==> src/rtl/compare_block.sv <==
// compare_block: checks AMM read-back beats against the regenerated write pattern per descriptor.
// Optional saturating failing-descriptor counter on err_cnt_o when CMP_ERR_CNT_EN is defined.
module compare_block #(
  parameter int AMM_DATA_W = 128,
  parameter int AMM_BURST_W = 11,
  parameter int ADDR_W = 32,
  localparam int DATA_B_W = AMM_DATA_W / 8,
  localparam int ADDR_B_W = $clog2(DATA_B_W)
) (
  input  logic                   clk_i,
  input  logic                   rst_i,
  input  logic                   cmp_en_i,
  input  logic [ADDR_W-1:0]      cmp_start_addr_i,
  input  logic [ADDR_B_W-1:0]    cmp_start_off_i,
  input  logic [ADDR_B_W-1:0]    cmp_end_off_i,
  input  logic [AMM_BURST_W-2:0] cmp_words_count_i,
  input  logic                   cmp_data_mode_i,
  input  logic [7:0]             cmp_data_ptrn_i,
  input  logic                   readdatavalid_i,
  input  logic [AMM_DATA_W-1:0]  readdata_i,
  input  logic                   err_clr_i,
  output logic                   cmp_busy_o,
  output logic                   cmp_done_o,
  output logic                   cmp_error_o,
  output logic                   err_flag_o,
  output logic                   ovr_flag_o,
  output logic [ADDR_W-1:0]      err_addr_o,
  output logic [AMM_DATA_W-1:0]  err_data_o,
  output logic [AMM_DATA_W-1:0]  err_exp_o,
  output logic [31:0]            pass_cnt_o,
  output logic [15:0]            err_cnt_o
);
  typedef enum logic [1:0] {IDLE, ARMED, CHECK, DRAIN} state_t;
  state_t state_q, state_d;
  logic [ADDR_W-1:0] addr_q;
  logic [ADDR_B_W-1:0] soff_q, eoff_q;
  logic [AMM_BURST_W-2:0] cnt_q, idx_q;
  logic mode_q;
  logic [7:0] ptrn_q, lfsr_q, exp_byte;
  logic [AMM_DATA_W-1:0] exp_word;
  logic first, last, miss, chk, drn, busy;
  logic done_q, error_q, err_flag_q, ovr_flag_q;
  logic [ADDR_W-1:0] err_addr_q;
  logic [AMM_DATA_W-1:0] err_data_q, err_exp_q;
  logic [31:0] pass_q;
  always_comb begin
    busy = state_q != IDLE;
    exp_byte = mode_q ? lfsr_q : ptrn_q;
    exp_word = {DATA_B_W{exp_byte}};
    first = idx_q == '0;
    last = idx_q == cnt_q;
    chk = readdatavalid_i && (state_q == ARMED || state_q == CHECK);
    drn = readdatavalid_i && state_q == DRAIN;
    miss = 1'b0;
    // Edge lanes outside the first/last word byte window are don't-care.
    for (int i = 0; i < DATA_B_W; i++)
      if ((!first || i >= int'(soff_q)) && (!last || i <= int'(eoff_q)) &&
          readdata_i[8*i +: 8] != exp_byte)
        miss = 1'b1;
    state_d = state_q;
    if (state_q == IDLE && cmp_en_i)
      state_d = ARMED;
    else if (chk)
      state_d = last ? IDLE : miss ? DRAIN : CHECK;
    else if (drn && last)
      state_d = IDLE;
  end
  always_ff @(posedge clk_i or posedge rst_i)
    if (rst_i) state_q <= IDLE;
    else state_q <= state_d;
  always_ff @(posedge clk_i or posedge rst_i) begin
    if (rst_i) begin
      addr_q <= '0;
      soff_q <= '0;
      eoff_q <= '0;
      cnt_q <= '0;
      idx_q <= '0;
      mode_q <= 1'b0;
      ptrn_q <= '0;
      lfsr_q <= 8'hFF;
      done_q <= 1'b0;
      error_q <= 1'b0;
      err_flag_q <= 1'b0;
      ovr_flag_q <= 1'b0;
      err_addr_q <= '0;
      err_data_q <= '0;
      err_exp_q <= '0;
      pass_q <= '0;
    end else begin
      done_q <= chk && last && !miss;
      error_q <= chk && miss;
      err_flag_q <= (chk && miss) || (err_flag_q && !err_clr_i);
      ovr_flag_q <= (busy && cmp_en_i) || (ovr_flag_q && !err_clr_i);
      if (state_q == IDLE && cmp_en_i) begin
        addr_q <= cmp_start_addr_i;
        soff_q <= cmp_start_off_i;
        eoff_q <= cmp_end_off_i;
        cnt_q <= cmp_words_count_i;
        mode_q <= cmp_data_mode_i;
        ptrn_q <= cmp_data_ptrn_i;
        lfsr_q <= cmp_data_ptrn_i;
        idx_q <= '0;
      end
      if (chk || drn) idx_q <= idx_q + 1'b1;
      if (chk) lfsr_q <= {lfsr_q[6:0], lfsr_q[6] ^ lfsr_q[1] ^ lfsr_q[0]};
      if (chk && miss) begin
        err_addr_q <= addr_q + ADDR_W'(idx_q);
        err_data_q <= readdata_i;
        err_exp_q <= exp_word;
      end
      if (chk && last && !miss && pass_q != '1) pass_q <= pass_q + 1'b1;
    end
  end
`ifdef CMP_ERR_CNT_EN
  logic [15:0] err_cnt_q;
  always_ff @(posedge clk_i or posedge rst_i)
    if (rst_i) err_cnt_q <= '0;
    else if (error_q && err_cnt_q != '1) err_cnt_q <= err_cnt_q + 1'b1;
  assign err_cnt_o = err_cnt_q;
`else
  assign err_cnt_o = '0;
`endif
  assign cmp_busy_o = busy;
  assign cmp_done_o = done_q;
  assign cmp_error_o = error_q;
  assign err_flag_o = err_flag_q;
  assign ovr_flag_o = ovr_flag_q;
  assign err_addr_o = err_addr_q;
  assign err_data_o = err_data_q;
  assign err_exp_o = err_exp_q;
  assign pass_cnt_o = pass_q;
endmodule

==> config.mk <==
export PLATFORM = sky130hd
export DESIGN_NAME = compare_block
export DESIGN_NICKNAME = d
export VERILOG_FILES = /design/src/rtl/compare_block.sv
export SDC_FILE = /design/constraint.sdc
export NUM_CORES = 1
export LEC_CHECK = 0
export CORE_AREA = 2 2 208 210
export CTS_BUF_LIST = sky130_fd_sc_hd__clkbuf_4 sky130_fd_sc_hd__clkbuf_8 sky130_fd_sc_hd__clkbuf_16
export DETAILED_ROUTE_END_ITERATION = 8
export DIE_AREA = 0 0 210 212
export PLACE_DENSITY = 0.65
export SYNTH_ARGS = -nofsm -noshare
export SYNTH_HDL_FRONTEND = slang
export SYNTH_SLANG_ARGS = --single-unit
==> constraint.sdc <==
create_clock -name clk_i -period 28 [get_ports clk_i]
set_input_delay 5.6 -clock clk_i [delete_from_list [all_inputs] [get_ports clk_i]]
set_output_delay 5.6 -clock clk_i [all_outputs]
set_load 0.02 [all_outputs]
==> results of run 1 <==
## state kept, by name, summed over array words and instances, names as in the netlist
register / count
cnt_q: 10
err_data_o: 128
lfsr_q: 8
addr_q: 32
pass_cnt_o: 32
idx_q: 10
eoff_q: 4
err_addr_o: 32
state_q: 2
err_exp_o: 8
err_flag_o: 1
cmp_done_o: 1
ovr_flag_o: 1
ptrn_q: 8
mode_q: 1
soff_q: 4
cmp_error_o: 1
## final cells by class
type | count | area, µm² | share of cell area [%]
Antenna cell | 8 | 20.0 | 0.0968
Clock buffer | 52 | 1030 | 5.00
Clock inverter | 7 | 120 | 0.581
Inverter | 19 | 78.8 | 0.381
Multi-Input combinational cell | 928 | 6370 | 30.8
Sequential cell | 283 | 7090 | 34.3
Tap cell | 546 | 683 | 3.30
Timing Repair Buffer | 530 | 5280 | 25.5
## report_power, final
| part | leakage [nW] | internal, mW | switching, mW | total (mW) |
|---|---|---|---|---|
| combinational | 4.45 | 0.620 | 0.683 | 1.30 |
| sequential | 3.49 | 0.584 | 0.162 | 0.745 |
| clock | 0.578 | 0.283 | 0.174 | 0.457 |
## synth_stat cells, types with 3 or more instances
master	n
nor3_1	12
nor4_1	35
ha_1	15
o21a_1	4
a21oi_1	12
a31oi_1	10
mux2i_4	8
dfstp_2	8
dfrtp_1	275
buf_1	4
o21ai_1	30
mux2_1	61
nand4_1	24
and3_1	21
buf_2	13
nand3_1	34
xnor2_1	173
o31ai_1	5
and4_1	5
buf_4	147
inv_1	19
nand2_1	257
a221oi_1	3
buf_6	10
a21o_1	3
a22oi_1	4
o21ai_0	36
a211oi_1	5
mux2_2	71
clkbuf_1	23
nor2_1	31
o221ai_1	3
xor2_1	27
and2_1	5
## metal layers
layer	part of all wire, %	global-route usage (%)
met5	0.053	0
met4	2.5	6.38
met3	6.9	5.48
met2	48	35.5
met1	42	26.5
## worst min path at each step
stage / end / cells past startpoint
floorplan: addr_q[0]$_DFFE_PP0P_ / 2
global placement: addr_q[9]$_DFFE_PP0P_ / 2
detailed placement: err_flag_o$_DFF_PP0_ / 1
CTS: err_addr_o[20]$_DFFE_PP0P_ / 2
global route: err_addr_o[18]$_DFFE_PP0P_ / 2
finish: err_addr_o[18]$_DFFE_PP0P_ / 2
## kinds of logic after synthesis
group | count (synthesis)
simple gates | 432
flops | 283
buf+inv | 216
xor+xnor | 200
mux | 140
compound gates | 124
fa+ha+maj | 16
other cells | 1
## worst max-delay path: cells and delay by family
family | cells | cell delay (ns)
AND/OR/NAND/NOR | 5 | 2.20
XOR/XNOR | 1 | 0.14
multiplexers | 1 | 0.42
AO/OA/AOI/OAI | 1 | 0.17
buffers and inverters | 2 | 1.24
## metrics by stage
step	hold WS, ns	instances	util [%]
after CTS	0.487	2365	48.6
final	0.480	2373	48.7
after floorplan	0.452	1427	-
after detailed placement	0.473	2306	45.9
after global placement	0.468	2306	45.9
after global routing	0.499	2372	48.7
## placed cells by master (no fill, tap or decap), drive strengths merged, types with 3 or more instances in the layout
cell type / netlist / final
a21oi: 12 / 12
o21ai: 66 / 66
a31oi: 10 / 10
ha: 15 / 15
nor2: 31 / 31
o21a: 4 / 4
buf: 174 / 14
clkdlybuf4s50: 0 / 516
nand4: 24 / 24
a21o: 3 / 3
mux2i: 8 / 8
o31ai: 5 / 5
a211oi: 5 / 5
dfstp: 8 / 8
diode: 0 / 8
clkbuf: 23 / 52
inv: 19 / 20
nor4: 35 / 35
xnor2: 173 / 173
mux2: 132 / 132
bufinv: 0 / 3
and4: 5 / 5
o221ai: 3 / 3
nand2: 257 / 257
conb: 1 / 16
and2: 5 / 5
a22oi: 4 / 4
dfrtp: 275 / 275
a221oi: 3 / 3
xor2: 27 / 27
and3: 21 / 21
nand3: 34 / 34
nor3: 14 / 14
==> results.py, run 1 <==
metrics = {
    "yosys": {
        "netlist.top_cell.by_area": "dfrtp_1",
        "synthArstFlopShare_pct": 100,
        "synth_seq_cells": 283,
        "synth.avg_cell_area_um2": 10.5,
        "synthSimpleGateAreaFrac_pct": 13.1,
        "synth-compound-area-share_pct": 4.95,
        "ys.flop_type": "dfrtp_1",
        "synth_top_family_by_area": "simple AND/OR/NAND/NOR gates",
        "synth_edf_count": 0,
        "yosys.area_share.adder_pct": 1.40,
        "synth_top_area_share_pct": 46.3,
        "yosysWarnings": 0,
        "synth_area_leaders": "dfrtp_1 (46%), xnor2_1 (10%), buf_4 (7.4%), nand2_1 (6.5%), mux2_2 (5.4%)",
        "syn_area_um2": 14900,
        "syn_inst": 1412,
        "ys_seq_area_share_pct": 47.7,
        "synth_xor_area_share_pct": 11.8,
        "synth_mux_area_share_pct": 11.2,
        "synth_cell_types": 48,
    },
    "placed_design": {
        "placed_area_um2": 19500,
        "dp_slack_ns": 17.97,
        "dp_hpwl_um": 34300,
        "portBuffers": 516,
        "gp_congestion": 0.887,
    },
    "worst_setup_path": {
        "worst-path-max-fanout": 70,
        "crit_path_start_kind": "input port",
        "reg2reg_slack_ns": 22.27,
        "slowest_stage": "buf_4",
        "cp-startpoint": "readdata_i[79]",
        "crit_end": "err_data_o[48]$_DFFE_PP0P_",
        "cp_data_arrival_time_ns": 9.91,
        "ff2ff_path_depth": 11,
        "crit_path_frequent_cell": "nor4_1",
        "crit_chain": "clkdlybuf4s50_1, xnor2_1, nor4_1, a211oi_1, nor4_1, nand4_1, nor3_2, or2_4, buf_4, mux2_2",
        "end_kind": "register",
        "r2r_end": "err_data_o[48]$_DFFE_PP0P_",
        "required_ns": 28.41,
        "path_class": "in -> reg",
        "cp_slowest_stage_delay_ns": 0.81,
        "rr_startpoint": "mode_q$_DFFE_PP0P_",
    },
    "floorplanning": {
        "fp-row-count": 76,
        "boundaryPins": 533,
        "start_util_pct": 35.0,
        "chipHeight_um": 212,
        "die_w_um": 210,
        "die-area_um2": 44500,
        "coreArea_um2": 42500,
    },
    "power": {
        "powerDensity_nw_per_um2": 121,
        "leakage_nw": 8.52,
        "ir_drop_uv": 60.1,
        "p_total_mw": 2.50,
    },
    "layout": {
        "area_growth_pct": 39.2,
        "fin_nets": 2004,
        "n_fill_cell": 3915,
        "fin_area_um2": 20700,
        "drive_above_1_share_pct": 9.18,
    },
    "grt": {
        "gr-total-overflow": 0,
        "grt_pass1_vias": 11700,
        "grt_pass1_wl_um": 70900,
        "grt_max_degree": 165,
        "antenna_found_initial": 12,
        "grt_usage_pct": 21.0,
    },
    "min_path": {
        "hold_class": "reg -> reg",
        "min-delay-start": "err_addr_o[18]$_DFFE_PP0P_",
    },
    "timing": {
        "hold_viol_final": 0,
        "setup_viol": 0,
        "post-route-period-util_pct": 33.9,
        "tightest_slew_ns": 1.09,
        "fin_skew_ns": 0.0126,
        "rsz0062_at_grt": "false",
        "fin_setup_tns_ns": 0,
        "slew-limit-headroom_pct": 26.4,
        "period_needed_ns": 9.49,
        "layout_setup_ws_ns": 18.51,
        "fmax_mhz": 105,
        "drv_slew": 0,
    },
    "clock_network": {
        "cts_root_buf": "clkbuf_16",
        "post_cts_buffers": 0,
        "cts.sinks": 283,
        "numCtsBuffers": 34,
        "path_clk_slew_ns": 0.06,
        "cts_resized": 0,
        "cts_tree": "done",
        "postCtsHoldBufs": 0,
        "cts-htree-levels": 2,
        "clockBufferDepth": 3,
        "worstSkewPairLatency_ns": 0.53,
    },
    "routing": {
        "drt-wirelength-per-cell_um": 19.9,
        "drc": 0,
        "ant_nets": 0,
        "routed_wl_um": 47100,
        "drt-initial-drc-count": 620,
        "viasPerCell": 4.91,
        "num_vias": 11700,
        "first_pass_iters": 5,
    },
    "run_status": {
        "status": "finished, final reports clean",
    },
    "run": {
        "cap_violations": 0,
    },
}
Power figures use the tool's default switching activity.
==> inputs of run 2 (changes only) <==
==> constraint.sdc (replaced) <==
create_clock -name clk_i -period 8.75 [get_ports clk_i]
set_input_delay 1.75 -clock clk_i [delete_from_list [all_inputs] [get_ports clk_i]]
set_output_delay 1.75 -clock clk_i [all_outputs]
set_load 0.02 [all_outputs]
==> results.py, run 2 (synthesis results as in run 1) <==
metrics = {
    "worst_setup_path": {
        "cp_slowest_stage_delay_ns": 0.55,
        "required_ns": 9.16,
        "crit_chain": "clkdlybuf4s50_1, xnor2_1, nor4_1, a211oi_1, nor4_1, nand4_1, nor3_2, or2_4, buf_12, mux2_2",
        "path_class": "in -> reg",
        "slowest_stage": "nor4_1",
        "crit_path_start_kind": "input port",
        "crit_path_frequent_cell": "nor4_1",
        "cp_data_arrival_time_ns": 5.39,
        "reg2reg_slack_ns": 3.84,
        "ff2ff_path_depth": 11,
        "worst-path-max-fanout": 141,
        "rr_startpoint": "mode_q$_DFFE_PP0P_",
        "r2r_end": "err_data_o[56]$_DFFE_PP0P_",
        "end_kind": "register",
    },
    "clock_network": {
        "cts-htree-levels": 2,
        "cts_resized": 0,
        "path_clk_slew_ns": 0.06,
        "clockBufferDepth": 3,
        "cts_tree": "done",
        "cts.sinks": 283,
        "post_cts_buffers": 0,
        "worstSkewPairLatency_ns": 0.53,
        "postCtsHoldBufs": 0,
        "numCtsBuffers": 35,
        "cts_root_buf": "clkbuf_16",
    },
    "floorplanning": {
        "coreArea_um2": 42500,
        "fp-row-count": 76,
        "boundaryPins": 533,
        "die_w_um": 210,
        "start_util_pct": 35.0,
        "die-area_um2": 44500,
        "chipHeight_um": 212,
    },
    "min_path": {
        "min-delay-start": "addr_q[9]$_DFFE_PP0P_",
        "hold_class": "reg -> reg",
        "worstHoldEndpoint": "addr_q[9]$_DFFE_PP0P_",
        "whs_path_depth": 2,
    },
    "placed_design": {
        "portBuffers": 516,
        "gp_congestion": 0.840,
        "placed_area_um2": 19500,
        "dp_hpwl_um": 34500,
    },
    "timing": {
        "setup_viol": 0,
        "period_needed_ns": 4.98,
        "hold_viol_final": 0,
        "rsz0062_at_grt": "false",
        "holdWs_ns": 0.478,
        "fmax_mhz": 201,
        "slew-limit-headroom_pct": 20.0,
        "fin_setup_tns_ns": 0,
        "fin_skew_ns": 0.0134,
        "post-route-period-util_pct": 56.9,
        "drv_slew": 0,
        "tightest_slew_ns": 1.19,
    },
    "routing": {
        "wl_met2_um": 23100,
        "drt-wirelength-per-cell_um": 19.8,
        "wl_met3_um": 3050,
        "ant_nets": 0,
        "routed_wl_um": 47100,
        "drc": 0,
        "first_pass_iters": 4,
        "route.top_layer_used": "met5",
        "drt-initial-drc-count": 489,
        "wl_met1_um": 19500,
        "num_vias": 11500,
        "viasPerCell": 4.85,
    },
    "layout": {
        "mostFrequentLayoutCells": "clkdlybuf4s50_1 (516), dfrtp_1 (275), nand2_1 (256)",
        "drive_above_1_share_pct": 9.48,
        "area_growth_pct": 39.7,
        "post-route-util_pct": 48.8,
        "multiInputGateArea_um2": 6370,
        "n_fill_cell": 3941,
        "fin_nets": 2007,
        "seq_area_um2": 7090,
        "largest_reg_flops": 128,
        "final_common_cell": "clkdlybuf4s50_1",
        "fin_area_um2": 20800,
    },
    "grt": {
        "antenna_found_initial": 8,
        "gr-total-overflow": 0,
        "grt_max_degree": 168,
        "grt_usage_pct": 20.9,
        "grt_pass1_wl_um": 70400,
        "grt_pass1_vias": 11600,
    },
    "power": {
        "leakage_nw": 8.56,
        "ir_drop_uv": 232,
        "powerDensity_nw_per_um2": 387,
        "p_total_mw": 8.04,
    },
    "run_status": {
        "status": "finished, final reports clean",
    },
    "run": {
        "cap_violations": 0,
    },
}
## run 2: cell count changes in the layout (fill, tap and decap cells not counted), sizes merged
| cell | delta |
|---|---|
| diode | -3 |
| clkbuf | +5 |
| inv | -2 |
| bufinv | -1 |
| buf | +2 |
| clkinv | +2 |
## run 2: cell type report
type	count	area share, %
Timing Repair Buffer	532	25.6
Tap cell	546	3.29
Clock inverter	6	0.386
Multi-Input combinational cell	928	30.7
Sequential cell	283	34.2
Antenna cell	5	0.0603
Inverter	19	0.362
Clock buffer	57	5.43
## run 2: report_power, final
group          total [mW]  internal [mW]  switching, mW
Clock                1.51          0.939          0.566
Sequential           2.37           1.87          0.507
Combinational        4.16           1.99           2.17
Total                8.04           4.80           3.24
## run 2: metal layers
layer	vias up	GRT usage, %
met1	5644	25.4
met2	417	35.8
li1	5381	-
met4	6	7.78
met5	-	0
met3	84	5.21
## run 2: worst max-delay path: cells and delay by family
family                    cells  cell delay (ns)
AOI/OAI and AO/OA             1             0.15
muxes                         1             0.41
xor gates and xnor gates      1             0.18
and+or+nand+nor               5             1.70
buffers and inverters         2             0.93
## run 2: worst max path at each step
| stage | startpoint | end | slack (ns) | cells after the start |
|---|---|---|---|---|
| after global placement | readdata_i[79] | err_data_o[56]$_DFFE_PP0P_ | 3.32 | 10 |
| after detailed placement | readdata_i[79] | err_data_o[101]$_DFFE_PP0P_ | 3.30 | 10 |
| final | readdata_i[79] | err_data_o[56]$_DFFE_PP0P_ | 3.77 | 10 |
| after CTS | mode_q$_DFFE_PP0P_ | err_data_o[56]$_DFFE_PP0P_ | 3.82 | 11 |
| after global routing | mode_q$_DFFE_PP0P_ | err_data_o[56]$_DFFE_PP0P_ | 3.55 | 11 |
| after floorplan | rst_i | addr_q[0]$_DFFE_PP0P_ | 3.26 | 1 |
## run 2: metrics by stage
stage	setup slack (ns)	instances
floorplan	3.26	1427
finish	3.77	2376
CTS	3.82	2371
global placement	3.32	2308
global route	3.55	2375
detailed placement	3.30	2308
==> inputs of run 3 (changes only) <==
==> constraint.sdc (replaced) <==
create_clock -name clk_i -period 5.2 [get_ports clk_i]
set_input_delay 1.04 -clock clk_i [delete_from_list [all_inputs] [get_ports clk_i]]
set_output_delay 1.04 -clock clk_i [all_outputs]
set_load 0.02 [all_outputs]
==> results.py, run 3 (synthesis results as in run 1) <==
metrics = {
    "run_status": {
        "status": "finished, final reports clean",
    },
    "layout": {
        "post-route-util_pct": 48.8,
        "fin_area_um2": 20800,
        "final_common_cell": "clkdlybuf4s50_1",
        "largest_reg_flops": 128,
        "drive_above_1_share_pct": 9.48,
        "fin_nets": 2009,
        "area_growth_pct": 39.7,
        "mostFrequentLayoutCells": "clkdlybuf4s50_1 (516), dfrtp_1 (275), nand2_1 (256)",
    },
    "worst_setup_path": {
        "crit_path_start_kind": "register",
        "path_buf_inv": 3,
        "path_class": "reg -> reg",
        "cp_data_arrival_time_ns": 4.93,
        "slowest_stage": "nor4_1",
        "rr_startpoint": "mode_q$_DFFE_PP0P_",
        "required_ns": 5.61,
        "crit_chain": "buf_4, mux2i_4, buf_4, xnor2_1, nor4_1, a32oi_1, nand2_1, nand4_1, nor3_2, or2_4, buf_12, mux2_2",
        "cp_slowest_stage_delay_ns": 0.61,
        "cpLargestDelayFamily": "simple AND/OR/NAND/NOR gates",
        "crit_path_frequent_cell": "buf_4",
        "end_kind": "register",
        "cp-startpoint": "mode_q$_DFFE_PP0P_",
        "worst-path-max-fanout": 109,
    },
    "timing": {
        "rsz0062_at_grt": "false",
        "post-route-period-util_pct": 86.9,
        "hold_viol_final": 0,
        "tightest_slew_ns": 1.27,
        "setup_viol": 0,
        "drv_slew": 0,
        "fin_skew_ns": 0.0117,
        "period_needed_ns": 4.52,
        "holdWs_ns": 0.481,
        "slew-limit-headroom_pct": 15.4,
        "fin_setup_tns_ns": 0,
        "fmax_mhz": 221,
    },
    "floorplanning": {
        "start_util_pct": 35.0,
        "fp-row-count": 76,
        "die-area_um2": 44500,
        "coreArea_um2": 42500,
        "boundaryPins": 533,
        "chipHeight_um": 212,
        "die_w_um": 210,
    },
    "clock_network": {
        "clockBufferDepth": 3,
        "numCtsBuffers": 34,
        "cts_tree": "done",
        "cts-htree-levels": 2,
        "cts_resized": 0,
        "cts.sinks": 283,
        "cts_root_buf": "clkbuf_16",
        "path_clk_slew_ns": 0.06,
        "post_cts_buffers": 0,
        "worstSkewPairLatency_ns": 0.53,
        "postCtsHoldBufs": 0,
    },
    "placed_design": {
        "placed_area_um2": 19600,
        "portBuffers": 516,
        "gp_congestion": 0.846,
        "dp_hpwl_um": 35000,
    },
    "power": {
        "p_total_mw": 13.5,
        "leakage_nw": 8.55,
        "powerDensity_nw_per_um2": 649,
        "ir_drop_uv": 364,
    },
    "routing": {
        "drt-wirelength-per-cell_um": 19.8,
        "ant_nets": 0,
        "drt-initial-drc-count": 500,
        "num_vias": 11700,
        "drc": 0,
        "routed_wl_um": 47100,
        "first_pass_iters": 6,
        "viasPerCell": 4.91,
    },
    "grt": {
        "grt_usage_pct": 20.9,
        "antenna_found_initial": 6,
        "grt_util_met2_pct": 35.6,
        "grt-busiest-layer": "met2",
        "met3_usage_pct": 4.84,
        "grt_max_degree": 183,
        "grt_pass1_wl_um": 70800,
        "gr-total-overflow": 0,
        "grt_pass1_vias": 11800,
        "met1_usage_pct": 25.6,
    },
    "run": {
        "cap_violations": 0,
    },
    "min_path": {
        "min-delay-start": "err_flag_o$_DFF_PP0_",
        "hold_class": "reg -> reg",
    },
}
[run 3: cell types whose count changed in the layout (fill, tap and decap cells not counted)]
| cell | previous run | this run |
|---|---|---|
| inv_6 | 0 | 1 |
| clkbuf_16 | 37 | 35 |
| clkbuf_8 | 8 | 11 |
| clkbuf_4 | 12 | 5 |
| buf_12 | 2 | 3 |
| clkinvlp_4 | 1 | 3 |
| diode_2 | 5 | 7 |
| buf_4 | 14 | 16 |
[run 3: worst paths after layout]
kind | end | slack [ns] | depth (start not counted)
setup / recovery | err_data_o[8]$_DFFE_PP0P_ | 0.68 | 12
hold / removal | err_flag_o$_DFF_PP0_ | 0.48 | 1
setup reg to reg | err_data_o[8]$_DFFE_PP0P_ | 0.68 | 12
hold reg to reg | err_flag_o$_DFF_PP0_ | 0.48 | 1
max in group asynchronous | err_addr_o[0]$_DFFE_PP0P_ | 3.11 | 3
min in group asynchronous | err_data_o[57]$_DFFE_PP0P_ | 1.04 | 3
[run 3: power by group]
group	switching, mW	total (mW)	internal (mW)	leakage (nW)
clock network	0.960	2.47	1.51	0.582
logic	3.67	7.03	3.37	4.48
registers	0.822	3.97	3.14	3.49
[run 3: area by class of cell]
| class | instances | area, µm² |
|---|---|---|
| Antenna cell | 7 | 17.5 |
| Sequential cell | 283 | 7090 |
| Multi-Input combinational cell | 928 | 6370 |
| Tap cell | 546 | 683 |
| Clock buffer | 51 | 1060 |
| Timing Repair Buffer | 535 | 5350 |
| Fill cell | 3912 | 21700 |
| Inverter | 19 | 75.1 |
| Clock inverter | 9 | 104 |
[run 3: per-stage QoR]
stage	worst slack (ns)	cells
6_report	0.681	2378
2_1_floorplan	0.417	1427
5_1_grt	0.468	2374
4_1_cts	0.597	2371
3_5_place_dp	0.653	2311
3_3_place_gp	0.662	2311
[run 3: metal layers]
metal / part of all wire, % / vias to the layer above
li1: - / 5401
met1: 41 / 5742
met4: 3.3 / 0
met5: 0 / -
met3: 6.3 / 96
met2: 49 / 433
